## src/rtl/ws2812_rx_if.sv

```systemverilog
// Output bundle of the WS2812 receiver: captured colour plus
// frame/word status and one-cycle event pulses.
interface ws2812_rx_if;
    logic [23:0] color;
    logic        valid;
    logic        frame_done;
    logic [8:0]  word_count;
    logic        error;

    modport master (
        output color,
        output valid,
        output frame_done,
        output word_count,
        output error
    );

    modport slave (
        input color,
        input valid,
        input frame_done,
        input word_count,
        input error
    );
endinterface

```

## src/rtl/ws2812_rx.sv

```systemverilog
// WS2812 line receiver: decodes pulse widths into LED words and
// captures the word for one selected LED index.
module ws2812_rx #(
    parameter int CLK_FRE      = 32_000_000,
    parameter int WS2812_NUM   = 0,
    parameter int WS2812_WIDTH = 24
) (
    input  logic        clk,
    input  logic        reset_n,
    input  logic        din,
    ws2812_rx_if.master bus
);

    localparam int MHZ = CLK_FRE / 1_000_000;
    localparam logic [31:0] T_BIT   = 32'(MHZ * 625 / 1000);
    localparam logic [31:0] T_MIN   = 32'(MHZ * 2 / 10);
    localparam logic [31:0] T_MAX   = 32'(MHZ * 15 / 10);
    localparam logic [31:0] T_RESET = 32'(MHZ * 50);
    localparam logic [31:0] LAST    = 32'(WS2812_WIDTH - 1);
    localparam logic [31:0] SEL     = 32'(WS2812_NUM);

    typedef enum logic [1:0] {SYNC, READY, HIGH, LOW} state_t;

    state_t state, state_n;

    logic s1, ds;
    logic [31:0] low_cnt, low_n;
    logic [31:0] high_cnt, high_n;
    logic [31:0] bit_cnt, bit_n;
    logic [31:0] word_cnt, word_n;
    logic [WS2812_WIDTH-1:0] shift, shift_n, word;
    logic [23:0] color_q, color_n;
    logic [8:0]  wc_q, wc_n;
    logic        valid_q, valid_n;
    logic        done_q, done_n;
    logic        err_q, err_n;
    logic        dbit;

    function automatic logic [31:0] sat_inc(input logic [31:0] v);
        return (v == '1) ? v : v + 32'd1;
    endfunction

    always_comb begin
        state_n = state;
        low_n   = low_cnt;
        high_n  = high_cnt;
        bit_n   = bit_cnt;
        word_n  = word_cnt;
        shift_n = shift;
        color_n = color_q;
        wc_n    = wc_q;
        valid_n = 1'b0;
        done_n  = 1'b0;
        err_n   = 1'b0;
        dbit    = (high_cnt >= T_BIT);
        word    = shift;
        // current bit merged into the partial word at its arrival slot
        for (int i = 0; i < WS2812_WIDTH; i++) begin
            if (bit_cnt == 32'(i)) word[i] = dbit;
        end
        unique case (state)
            SYNC: begin
                if (ds) begin
                    low_n = '0;
                end else if (sat_inc(low_cnt) >= T_RESET) begin
                    low_n   = '0;
                    state_n = READY;
                end else begin
                    low_n = sat_inc(low_cnt);
                end
            end
            READY: begin
                if (ds) begin
                    bit_n   = '0;
                    word_n  = '0;
                    shift_n = '0;
                    high_n  = 32'd1;
                    state_n = HIGH;
                end
            end
            HIGH: begin
                if (ds) begin
                    if (sat_inc(high_cnt) >= T_MAX) begin
                        err_n   = 1'b1;
                        low_n   = '0;
                        state_n = SYNC;
                    end else begin
                        high_n = sat_inc(high_cnt);
                    end
                end else if (high_cnt < T_MIN) begin
                    err_n   = 1'b1;
                    low_n   = '0;
                    state_n = SYNC;
                end else begin
                    low_n   = 32'd1;
                    state_n = LOW;
                    if (bit_cnt >= LAST) begin
                        bit_n   = '0;
                        shift_n = '0;
                        word_n  = sat_inc(word_cnt);
                        if (word_cnt == SEL) begin
                            color_n = 24'(word);
                            valid_n = 1'b1;
                        end
                    end else begin
                        bit_n   = bit_cnt + 32'd1;
                        shift_n = word;
                    end
                end
            end
            LOW: begin
                if (ds) begin
                    high_n  = 32'd1;
                    state_n = HIGH;
                end else if (sat_inc(low_cnt) >= T_RESET) begin
                    done_n  = 1'b1;
                    err_n   = (bit_cnt != '0);
                    wc_n    = (word_cnt > 32'd511) ? 9'd511 : word_cnt[8:0];
                    low_n   = '0;
                    state_n = READY;
                end else begin
                    low_n = sat_inc(low_cnt);
                end
            end
            default: state_n = SYNC;
        endcase
    end

    always_ff @(posedge clk) begin
        if (!reset_n) begin
            state    <= SYNC;
            s1       <= 1'b0;
            ds       <= 1'b0;
            low_cnt  <= '0;
            high_cnt <= '0;
            bit_cnt  <= '0;
            word_cnt <= '0;
            shift    <= '0;
            color_q  <= '0;
            wc_q     <= '0;
            valid_q  <= 1'b0;
            done_q   <= 1'b0;
            err_q    <= 1'b0;
        end else begin
            state    <= state_n;
            s1       <= din;
            ds       <= s1;
            low_cnt  <= low_n;
            high_cnt <= high_n;
            bit_cnt  <= bit_n;
            word_cnt <= word_n;
            shift    <= shift_n;
            color_q  <= color_n;
            wc_q     <= wc_n;
            valid_q  <= valid_n;
            done_q   <= done_n;
            err_q    <= err_n;
        end
    end

    assign bus.color      = color_q;
    assign bus.valid      = valid_q;
    assign bus.frame_done = done_q;
    assign bus.word_count = wc_q;
    assign bus.error      = err_q;

endmodule

```

## src/flat_wrapper.sv

```systemverilog
// flat-port wrapper written by rule: the top's interface ports become plain ports
module ws2812_rx_flat 
#(
    parameter int CLK_FRE      = 32_000_000,
    parameter int WS2812_NUM   = 0,
    parameter int WS2812_WIDTH = 24
)
  (clk, reset_n, din, bus_color, bus_valid, bus_frame_done, bus_word_count, bus_error);
  ws2812_rx_if bus_i ();
  input  logic clk;
  input  logic reset_n;
  input  logic din;
  output wire logic [$bits(bus_i.color)-1:0] bus_color;
  output wire logic [$bits(bus_i.valid)-1:0] bus_valid;
  output wire logic [$bits(bus_i.frame_done)-1:0] bus_frame_done;
  output wire logic [$bits(bus_i.word_count)-1:0] bus_word_count;
  output wire logic [$bits(bus_i.error)-1:0] bus_error;
  assign bus_color = bus_i.color;
  assign bus_valid = bus_i.valid;
  assign bus_frame_done = bus_i.frame_done;
  assign bus_word_count = bus_i.word_count;
  assign bus_error = bus_i.error;
  ws2812_rx #(.CLK_FRE(CLK_FRE), .WS2812_NUM(WS2812_NUM), .WS2812_WIDTH(WS2812_WIDTH)) u_core (.clk(clk), .reset_n(reset_n), .din(din), .bus(bus_i));
endmodule
```

## config.mk

```make
export PLATFORM = sky130hd
export DESIGN_NAME = ws2812_rx_flat
export DESIGN_NICKNAME = d
export VERILOG_FILES = /design/src/rtl/ws2812_rx_if.sv /design/src/rtl/ws2812_rx.sv /design/src/flat_wrapper.sv
export SDC_FILE = /design/constraint.sdc
export NUM_CORES = 1
export LEC_CHECK = 0
export BUFFER_PORTS_ARGS = -buffer_cell sky130_fd_sc_hd__buf_2
export CAP_MARGIN = 40
export CORE_ASPECT_RATIO = 0.7
export CORE_MARGIN = 2
export CORE_UTILIZATION = 55
export DETAILED_ROUTE_END_ITERATION = 16
export PLACE_DENSITY = 0.72
export SYNTH_ARGS = -nofsm -noshare
export SYNTH_HDL_FRONTEND = slang
export SYNTH_SLANG_ARGS = --single-unit
```

## constraint.sdc

```tcl
create_clock -name clk -period 3.5 [get_ports clk]
set_input_delay 0.35 -clock clk [delete_from_list [all_inputs] [get_ports clk]]
set_output_delay 0.35 -clock clk [all_outputs]
set_load 0.005 [all_outputs]
```

==> qor.txt, run 1 <==
Slowest stage delay, CP = 680 ps
Primary FF master, synth = dfxtp_1
Synth Instances = 1,176
CP required = 3850 ps
Fmax achieved = 299.8 MHz
RSZ-0062 raised after global routing = no
Commonest non-fill, non-tap cell in the layout = dfxtp_1
Die ar. = 18,560 um2
Post-synthesis compound-gate area fraction = 0.1372
Share of cells above drive strength 1 = 0.1265
Max Cap Viol = 0
Global-route wire length before repair = 38,220 um
R2R Path End = u_core.high_cnt[2]$_SDFFE_PN0P_
Die Wd = 162.0 um
Number of synthesized flops with an enable pin = 0
Die height = 114.6 um
Commonest cells after routing, fill and taps aside = dfxtp_1, nand2_1, nor2_1, and2_1, o21ai_0
Hold endpoint = u_core.s1$_SDFF_PN0_
Synth Area in Simple Gates = 0.3384
P&R area growth vs syn = 13.19%
Post-CTS Hold Fix Bufs = 0
Clock-pin slew on the worst setup and hold paths = 70 ps
Mux contribution to synthesized area = 0.03867
Final nets = 1,232
Worst Skew = 15.67 ps
Clk_lat worst skew = 440 ps
Worst EP arrival = 3690 ps
Post-Route WL = 23,030 um
Worst reg-to-reg path cell count = 10
# diodes = 0
Core Util, Final = 0.6355
I/O Buffers = 38
Combinational family with the most area after synthesis = simple AND/OR/NAND/NOR gates
R2R Setup Slk = 160 ps
Yosys synthesis warning count = 0
Final number of setup-violating endpoints = 0
Max-slew headroom = 0.4452
Minimum clock period = 3336 ps
TritonCTS clock tree = built
Worst Hold Depth = 2
Filler cells = 1,484
Pin count of the biggest net entering global routing = 49
Cell area after layout = 10,880 um2
DR vias = 8,595
Site Rows = 40
Hold Path Class = primary input to flip-flop
Grt ovf = 0
Sequential share of the synthesized area = 0.3999
Post-Syn Nets = 1,188
Hold_sp = din
Crit path cell chain = nand2_1 > or4_4 > a2111oi_4 > buf_4 > a211oi_1 > o221ai_1 > nor2_1 > and4_2 > nand3b_1 > a31oi_1
Status = complete, no violations
Peak VDD IR = 0.2875 mV
Critical path launch point type = flip-flop
Pleak = 4.396 nW
Initial antenna violation count = 0
Reg2Reg Launch Point = u_core.high_cnt[8]$_SDFFE_PN0P_
Placed Instance Area = 10,200 um2
Async SR Flop Fraction = 0
WL/cell = 15.73 um
Crit Path Max Fanout = 11
Post-synthesis average cell area = 8.172 um2
Clock buffer depth = 2
Final Cycle Share = 0.9531
Tightest Pin Transition = 830.2 ps
DRC Markers = 0
Vias per cell = 5.871
Initial DRT Pass Iterations = 5
HPWL Detailed = 15,970 um
Power, Total = 4.242 mW
Io pins = 39
Final Max Tran Viols = 0
Yosys reg bits = 192
Core ar. = 17,120 um2
Crit-path slowest cell = or4_4
Root Buffer = clkbuf_16
Hold slack = 121.2 ps
Post-synthesis instance area = 9610 um2
Final GP Congestion = 0.9676
Power per Cell Area = 390.0 nW/um2
Starting Density = 0.5615
Clock buffer count from CTS = 17
Final Hold Fails = 0
Post-Synth Adder-Cell Area = 0.01172
Kind of critical path = flip-flop to flip-flop
Starting DRT DRC Count = 946
H-tree depth = 4
Final ANT Viol Nets = 0
Total Routing Usage GR = 0.2532
Yosys cell types = 74
TNS Setup = 0 ps
Vias in the first global route = 7,545
Endpoint class of the critical path = flip-flop
CTS Sinks = 192
XOR/XNOR Fraction of Synth Area = 0.03281
[worst max-delay path, delay by kind of cell, from the launching register on]
kind	cells	cell delay, ps
compound gates	4	960
flops	1	470
buf+inv	1	190
simple gates	5	1620
[synthesized netlist by cell type, types with 28 or more instances]
master / count / area, um2
nor4_1: 35 / 219.0
dfxtp_1: 192 / 3844
mux2i_1: 36 / 360.4
nor2_1: 101 / 379.1
clkbuf_1: 47 / 176.4
a21oi_1: 44 / 220.2
inv_1: 28 / 105.1
nand2_1: 131 / 491.7
nand3_1: 55 / 275.3
nand4_1: 33 / 206.5
and2_1: 77 / 481.7
nor3_1: 30 / 150.1
and3_1: 56 / 350.3
o21ai_0: 74 / 370.4
[flip-flops by register name, summed over array words and instances, names as in the netlist, 2 cells and up]
| signal | flops |
|---|---|
| u_core.word_cnt | 32 |
| u_core.bus.color | 24 |
| u_core.bit_cnt | 32 |
| u_core.high_cnt | 32 |
| u_core.low_cnt | 32 |
| u_core.state | 2 |
| u_core.bus.word_count | 9 |
| u_core.shift | 24 |
[report_power, final]
part	internal [mW]	switching [mW]
Sequential	2.19	0.00436
Combinational	0.0154	0.0412
Clock	1.08	0.911
[logic make-up after synthesis]
family,count (synthesis)
XOR/XNOR,36
AO/OA/AOI/OAI,204
multiplexers,37
buffers and inverters,92
flip-flops,192
AND/OR/NAND/NOR,606
adder cells (fa/ha/maj),9
[metal layers]
layer / up-vias / wire [um] / GRT usage
met5: - / 0 / 0
li1: 4303 / - / -
met1: 4000 / 11730 / 0.3932
met3: 16 / 1670 / 0.05252
met2: 276 / 9463 / 0.3526
met4: 0 / 172 / 0.06313
[area by class of cell]
cell class	instances	area, um2	area share
clock buffers	19	432.9	0.03980
flip-flops and latches	192	3844	0.3533
multi-input cells	892	5423	0.4985
clock inverters	13	173.9	0.01599
inverters	28	105.1	0.009662
well taps	231	289.0	0.02657
repair buffers	89	610.6	0.05613
[what timing repair did]
item                       in CTS  in global routing
setup endpoints to repair       0                 65
resized for setup               0                 10
buffers inserted                0                  2
[worst max-delay path by stage]
stage / slack (ps) / cells after the start / startpoint / endpoint
after floorplan: 420 / 10 / u_core.low_cnt[0]$_SDFFE_PN0P_ / u_core.bus.word_count[0]$_SDFFE_PN0P_
after global placement: 220 / 10 / u_core.low_cnt[7]$_SDFFE_PN0P_ / u_core.low_cnt[3]$_SDFFE_PN0P_
after detailed placement: 60 / 10 / u_core.high_cnt[1]$_SDFFE_PN0P_ / u_core.high_cnt[2]$_SDFFE_PN0P_
after CTS: 20 / 10 / u_core.high_cnt[1]$_SDFFE_PN0P_ / u_core.high_cnt[2]$_SDFFE_PN0P_
after global routing: 4 / 9 / u_core.high_cnt[11]$_SDFFE_PN0P_ / u_core.high_cnt[2]$_SDFFE_PN0P_
final: 160 / 10 / u_core.high_cnt[8]$_SDFFE_PN0P_ / u_core.high_cnt[2]$_SDFFE_PN0P_
[metrics by stage]
| stage | setup WS [ps] | cells |
|---|---|---|
| 2_1_floorplan | 424.5 | 1176 |
| 3_3_place_gp | 223.9 | 1430 |
| 3_5_place_dp | 56.62 | 1430 |
| 4_1_cts | 21.13 | 1462 |
| 5_1_grt | 4.313 | 1464 |
| 6_report | 164.1 | 1464 |
(Power assumes the default switching activity.)
==> run 2: changes to the inputs <==
--- a/config.mk
+++ b/config.mk
@@ -5,13 +5,13 @@
 export SDC_FILE = /design/constraint.sdc
 export NUM_CORES = 1
 export LEC_CHECK = 0
-export BUFFER_PORTS_ARGS = -buffer_cell sky130_fd_sc_hd__buf_2
 export CAP_MARGIN = 40
 export CORE_ASPECT_RATIO = 0.7
 export CORE_MARGIN = 2
 export CORE_UTILIZATION = 55
 export DETAILED_ROUTE_END_ITERATION = 16
-export PLACE_DENSITY = 0.72
+export DONT_BUFFER_PORTS = 1
+export PLACE_DENSITY = 0.7
 export SYNTH_ARGS = -nofsm -noshare
 export SYNTH_HDL_FRONTEND = slang
 export SYNTH_SLANG_ARGS = --single-unit
==> constraint.sdc (replaced) <==
create_clock -name clk -period 3.5 [get_ports clk]
set_input_delay 0.35 -clock clk [delete_from_list [all_inputs] [get_ports clk]]
set_output_delay 0.35 -clock clk [all_outputs]
set_load 0.1 [all_outputs]
==> qor.txt, run 2 (synthesis gave the netlist of run 1 again) <==
Clock-pin slew on the worst setup and hold paths = 80 ps
Starting Density = 0.5615
Pleak = 4.475 nW
Total Routing Usage GR = 0.2604
Crit-path slowest cell = or4_4
Final GP Congestion = 0.9361
Post-CTS Hold Fix Bufs = 0
Site Rows = 40
Final Cycle Share = 0.9574
Hold slack = 30.11 ps
WL/cell = 16.27 um
Die ar. = 18,560 um2
P&R area growth vs syn = 17.90%
Slowest stage delay, CP = 650 ps
HPWL Detailed = 16,310 um
Final Hold Fails = 0
Kind of critical path = flip-flop to flip-flop
CTS Sinks = 192
TritonCTS clock tree = built
Final nets = 1,229
Status = complete, no violations
Clock buffer count from CTS = 17
RSZ-0062 raised after global routing = no
Final ANT Viol Nets = 0
Max-slew headroom = 0.3954
Worst Skew = 15.18 ps
Worst Hold Depth = 1
Initial DRT Pass Iterations = 5
Share of cells above drive strength 1 = 0.1244
Global-route wire length before repair = 39,390 um
Commonest non-fill, non-tap cell in the layout = dfxtp_1
Fmax achieved = 298.4 MHz
Grt ovf = 0
Io pins = 39
Vias per cell = 5.866
Worst reg-to-reg path cell count = 10
Die height = 114.6 um
Vias in the first global route = 7,765
Final Max Tran Viols = 0
Crit Path Max Fanout = 24
Critical path launch point type = flip-flop
Pin count of the biggest net entering global routing = 110
Peak VDD IR = 0.2436 mV
Tightest Pin Transition = 904.7 ps
CP required = 3820 ps
Starting DRT DRC Count = 761
Crit path cell chain = nand4_2 > or4_4 > o31a_1 > a2111oi_2 > nand4_1 > nor2_1 > and4_4 > a21oi_2 > buf_4 > and3_1
Post-Route WL = 23,790 um
Power, Total = 4.257 mW
Minimum clock period = 3351 ps
Core ar. = 17,120 um2
DR vias = 8,576
Commonest cells after routing, fill and taps aside = dfxtp_1, nand2_1, nor2_1, and2_1, o21ai_0
I/O Buffers = 0
Root Buffer = clkbuf_16
Clock buffer depth = 2
DRC Markers = 0
Final number of setup-violating endpoints = 0
H-tree depth = 4
Worst EP arrival = 3680 ps
Max Cap Viol = 0
Clk_lat worst skew = 440 ps
Hold Path Class = primary input to flip-flop
Die Wd = 162.0 um
Power per Cell Area = 375.7 nW/um2
Initial antenna violation count = 1
Endpoint class of the critical path = flip-flop
-- run 2: timing repair --
action	CTS	global route
gates resized for setup	1	7
endpoints found under the setup margin	3	72
pin swaps	0	1
setup buffers	0	4
-- run 2: final cells by class --
type | instances | area (um2)
antenna | 1 | 2.502
multi-input combinational | 892 | 5394
clock inverter | 14 | 188.9
timing repair buffer | 86 | 1066
clock buffer | 18 | 439.2
tap | 231 | 289.0
inverter | 28 | 105.1
sequential | 192 | 3846
fill | 1399 | 5786
-- run 2: critical path, delay by kind of cell, from the launching register on --
kind | cells | cell delay (ps)
AOI/OAI and AO/OA | 3 | 700
buffers and inverters | 1 | 210
DFF | 1 | 450
and+or+nand+nor | 6 | 1880
-- run 2: per-layer routing --
metal  global-route usage  up-vias  part of all wire
met5                    0        -                 0
met4              0.05959        0            0.0091
met3              0.06375       24             0.071
met2               0.3685      278              0.42
met1               0.3958     3975              0.50
li1                     -     4299                 -
-- run 2: worst paths after layout --
path	slack, ps	start	to
worst min register to register	430	u_core.bit_cnt[31]$_SDFFE_PN0P_	u_core.bit_cnt[31]$_SDFFE_PN0P_
worst max register to register	150	u_core.high_cnt[11]$_SDFFE_PN0P_	u_core.high_cnt[31]$_SDFFE_PN0P_
worst min-delay path	30	reset_n	u_core.shift[19]$_SDFFE_PN0P_
worst max-delay path	150	u_core.high_cnt[11]$_SDFFE_PN0P_	u_core.high_cnt[31]$_SDFFE_PN0P_
-- run 2: power breakdown --
group	total (mW)	internal, mW	leakage (nW)	switching, mW
sequential	2.19	2.19	1.55	0.00446
combinational	0.0379	0.0132	2.62	0.0247
clock	2.03	1.06	0.305	0.971
total	4.26	3.26	4.47	1.00
-- run 2: per-stage QoR --
| step | setup TNS [ps] | utilization | std cells | worst slack, ps | instance area, um2 |
|---|---|---|---|---|---|
| after floorplan | 0 | - | 1176 | 423.5 | 9610 |
| after global placement | -26.31 | 0.5819 | 1389 | -11.45 | 9961 |
| after detailed placement | -11.76 | 0.6216 | 1425 | -9.012 | 10640 |
| after CTS | 0 | 0.6583 | 1457 | 3.402 | 11270 |
| after global routing | 0 | 0.6620 | 1462 | 2.550 | 11330 |
| final | 0 | 0.6620 | 1462 | 149.2 | 11330 |
==> run 3: changes to the inputs <==
--- a/config.mk
+++ b/config.mk
@@ -11,6 +11,7 @@
 export CORE_UTILIZATION = 55
 export DETAILED_ROUTE_END_ITERATION = 16
 export DONT_BUFFER_PORTS = 1
+export MAX_ROUTING_LAYER = met4
 export PLACE_DENSITY = 0.7
 export SYNTH_ARGS = -nofsm -noshare
 export SYNTH_HDL_FRONTEND = slang
==> qor.txt, run 3 (synthesis gave the netlist of run 1 again) <==
Seq. cell area = 3844 um2
Worst Hold Depth = 1
R2R Setup Slk = 120 ps
Minimum clock period = 3377 ps
Endpoint class of the critical path = flip-flop
Vias in the first global route = 7,864
Io pins = 39
Clock buffer depth = 2
Final Max Tran Viols = 0
Peak VDD IR = 0.2625 mV
CTS Sinks = 192
Clock buffer count from CTS = 17
Final nets = 1,236
Clock-pin slew on the worst setup and hold paths = 80 ps
Critical path launch point type = flip-flop
Pleak = 4.488 nW
Die Wd = 162.0 um
TritonCTS clock tree = built
Final Cycle Share = 0.9648
Setup slack after layout = 123.2 ps
Hold endpoint = u_core.s1$_SDFF_PN0_
Vias per cell = 5.869
Site Rows = 40
HPWL Detailed = 16,830 um
Starting Density = 0.5615
Initial DRT Pass Iterations = 5
Cell Count Post-Placement = 1,433
Max-slew headroom = 0.4352
Kind of critical path = flip-flop to flip-flop
DR vias = 8,621
Worst reg-to-reg path cell count = 12
Final ANT Viol Nets = 0
Initial antenna violation count = 1
WL/cell = 16.15 um
H-tree depth = 4
DRC Markers = 0
Fmax achieved = 296.1 MHz
Crit Path Max Fanout = 24
Hold_sp = din
Total Routing Usage GR = 0.2687
Global-route wire length before repair = 39,400 um
Power per Cell Area = 367.3 nW/um2
Commonest cells after routing, fill and taps aside = dfxtp_1, nand2_1, nor2_1, and2_1, o21ai_0
Die height = 114.6 um
Setup slack at placement = 146.6 ps
Max Cap Viol = 0
Final number of setup-violating endpoints = 0
Commonest non-fill, non-tap cell in the layout = dfxtp_1
Starting DRT DRC Count = 876
Core ar. = 17,120 um2
I/O Buffers = 0
Pin count of the biggest net entering global routing = 110
Root Buffer = clkbuf_16
Filler cells = 1,394
Share of cells above drive strength 1 = 0.1269
Final GP Congestion = 0.9430
Worst EP arrival = 3710 ps
Post-Route WL = 23,720 um
R2R Path End = u_core.high_cnt[17]$_SDFFE_PN0P_
Die ar. = 18,560 um2
Status = complete, no violations
Final Hold Fails = 0
Worst Skew = 16.53 ps
CP required = 3830 ps
Hold Path Class = primary input to flip-flop
Clk_lat worst skew = 440 ps
Post-Layout Cell Count = 1,469
Grt ovf = 0
Tightest Pin Transition = 845.2 ps
Area of the multi-input gates = 5396 um2
Reg2Reg Launch Point = u_core.high_cnt[0]$_SDFFE_PN0P_
P&R area growth vs syn = 17.93%
[run 3: cell types whose count changed in the layout (fill, tap and decap cells not counted), moves of 2 or more]
cell,before,now
inv_6,2,5
buf_4,49,55
dfxtp_1,190,192
dfxtp_2,2,0
clkinv_4,3,0
buf_16,11,9
buf_8,25,27
[run 3: cell type report]
| type | instances | area share |
|---|---|---|
| Inverter | 28 | 0.009274 |
| Multi-Input combinational cell | 892 | 0.4762 |
| Clock inverter | 14 | 0.01424 |
| Tap cell | 231 | 0.02550 |
| Antenna cell | 1 | 0.0002208 |
| Timing Repair Buffer | 93 | 0.09759 |
| Sequential cell | 192 | 0.3391 |
| Clock buffer | 18 | 0.03787 |
[run 3: metal layers]
| metal | up-vias | global-route usage | wire, um |
|---|---|---|---|
| met3 | 15 | 0.06845 | 1512 |
| met2 | 247 | 0.3807 | 9995 |
| met1 | 4047 | 0.3863 | 12060 |
| met4 | 0 | 0.05428 | 148 |
| met5 | - | - | 0 |
| li1 | 4312 | - | - |
[run 3: critical path, stage by stage (launching register included)]
cell and delay (ps):
dfxtp_1 400, ha_1 250, nand3_1 260, nor4_2 80
buf_4 150, or3_1 310, a2111oi_0 540, nand4_1 300
nor2_1 240, and4_1 310, a21oi_2 70, buf_12 170
and3_1 180
[run 3: how the worst max path moves through the flow]
stage	startpoint	cells past startpoint	slack [ps]	endpoint
4_1_cts	u_core.high_cnt[0]$_SDFFE_PN0P_	11	120	u_core.high_cnt[4]$_SDFFE_PN0P_
3_3_place_gp	u_core.high_cnt[0]$_SDFFE_PN0P_	11	120	u_core.high_cnt[5]$_SDFFE_PN0P_
6_report	u_core.high_cnt[0]$_SDFFE_PN0P_	12	120	u_core.high_cnt[17]$_SDFFE_PN0P_
3_5_place_dp	u_core.high_cnt[1]$_SDFFE_PN0P_	11	150	u_core.high_cnt[4]$_SDFFE_PN0P_
2_1_floorplan	u_core.low_cnt[0]$_SDFFE_PN0P_	10	420	u_core.bus.word_count[0]$_SDFFE_PN0P_
5_1_grt	u_core.high_cnt[1]$_SDFFE_PN0P_	10	-10	u_core.high_cnt[16]$_SDFFE_PN0P_
[run 3: where the power goes]
group,leakage (nW),internal (mW),switching (mW),total [mW]
Sequential,1.55,2.19,0.00445,2.19
Clock,0.285,0.965,0.970,1.94
Combinational,2.66,0.0131,0.0244,0.0375
[run 3: per-stage QoR]
stage	total power [mW]	TNS [ps]	utilization	cell area, um2	hold slack, ps
6_report	4.163	0	0.6621	11330	28.39
5_1_grt	4.289	-37.15	0.6621	11330	13.46
4_1_cts	4.187	0	0.6588	11280	18.39
3_5_place_dp	2.278	0	0.6243	10690	412.7
3_3_place_gp	2.278	0	0.5862	10030	411.8
2_1_floorplan	2.280	0	-	9610	402.7
[run 3: timing repair]
action	4_1_cts	5_1_grt
hold buffers	0	0
setup endpoints to repair	0	68
resized for setup	0	4
setup buffers	0	3
endpoints found under the hold margin	0	0
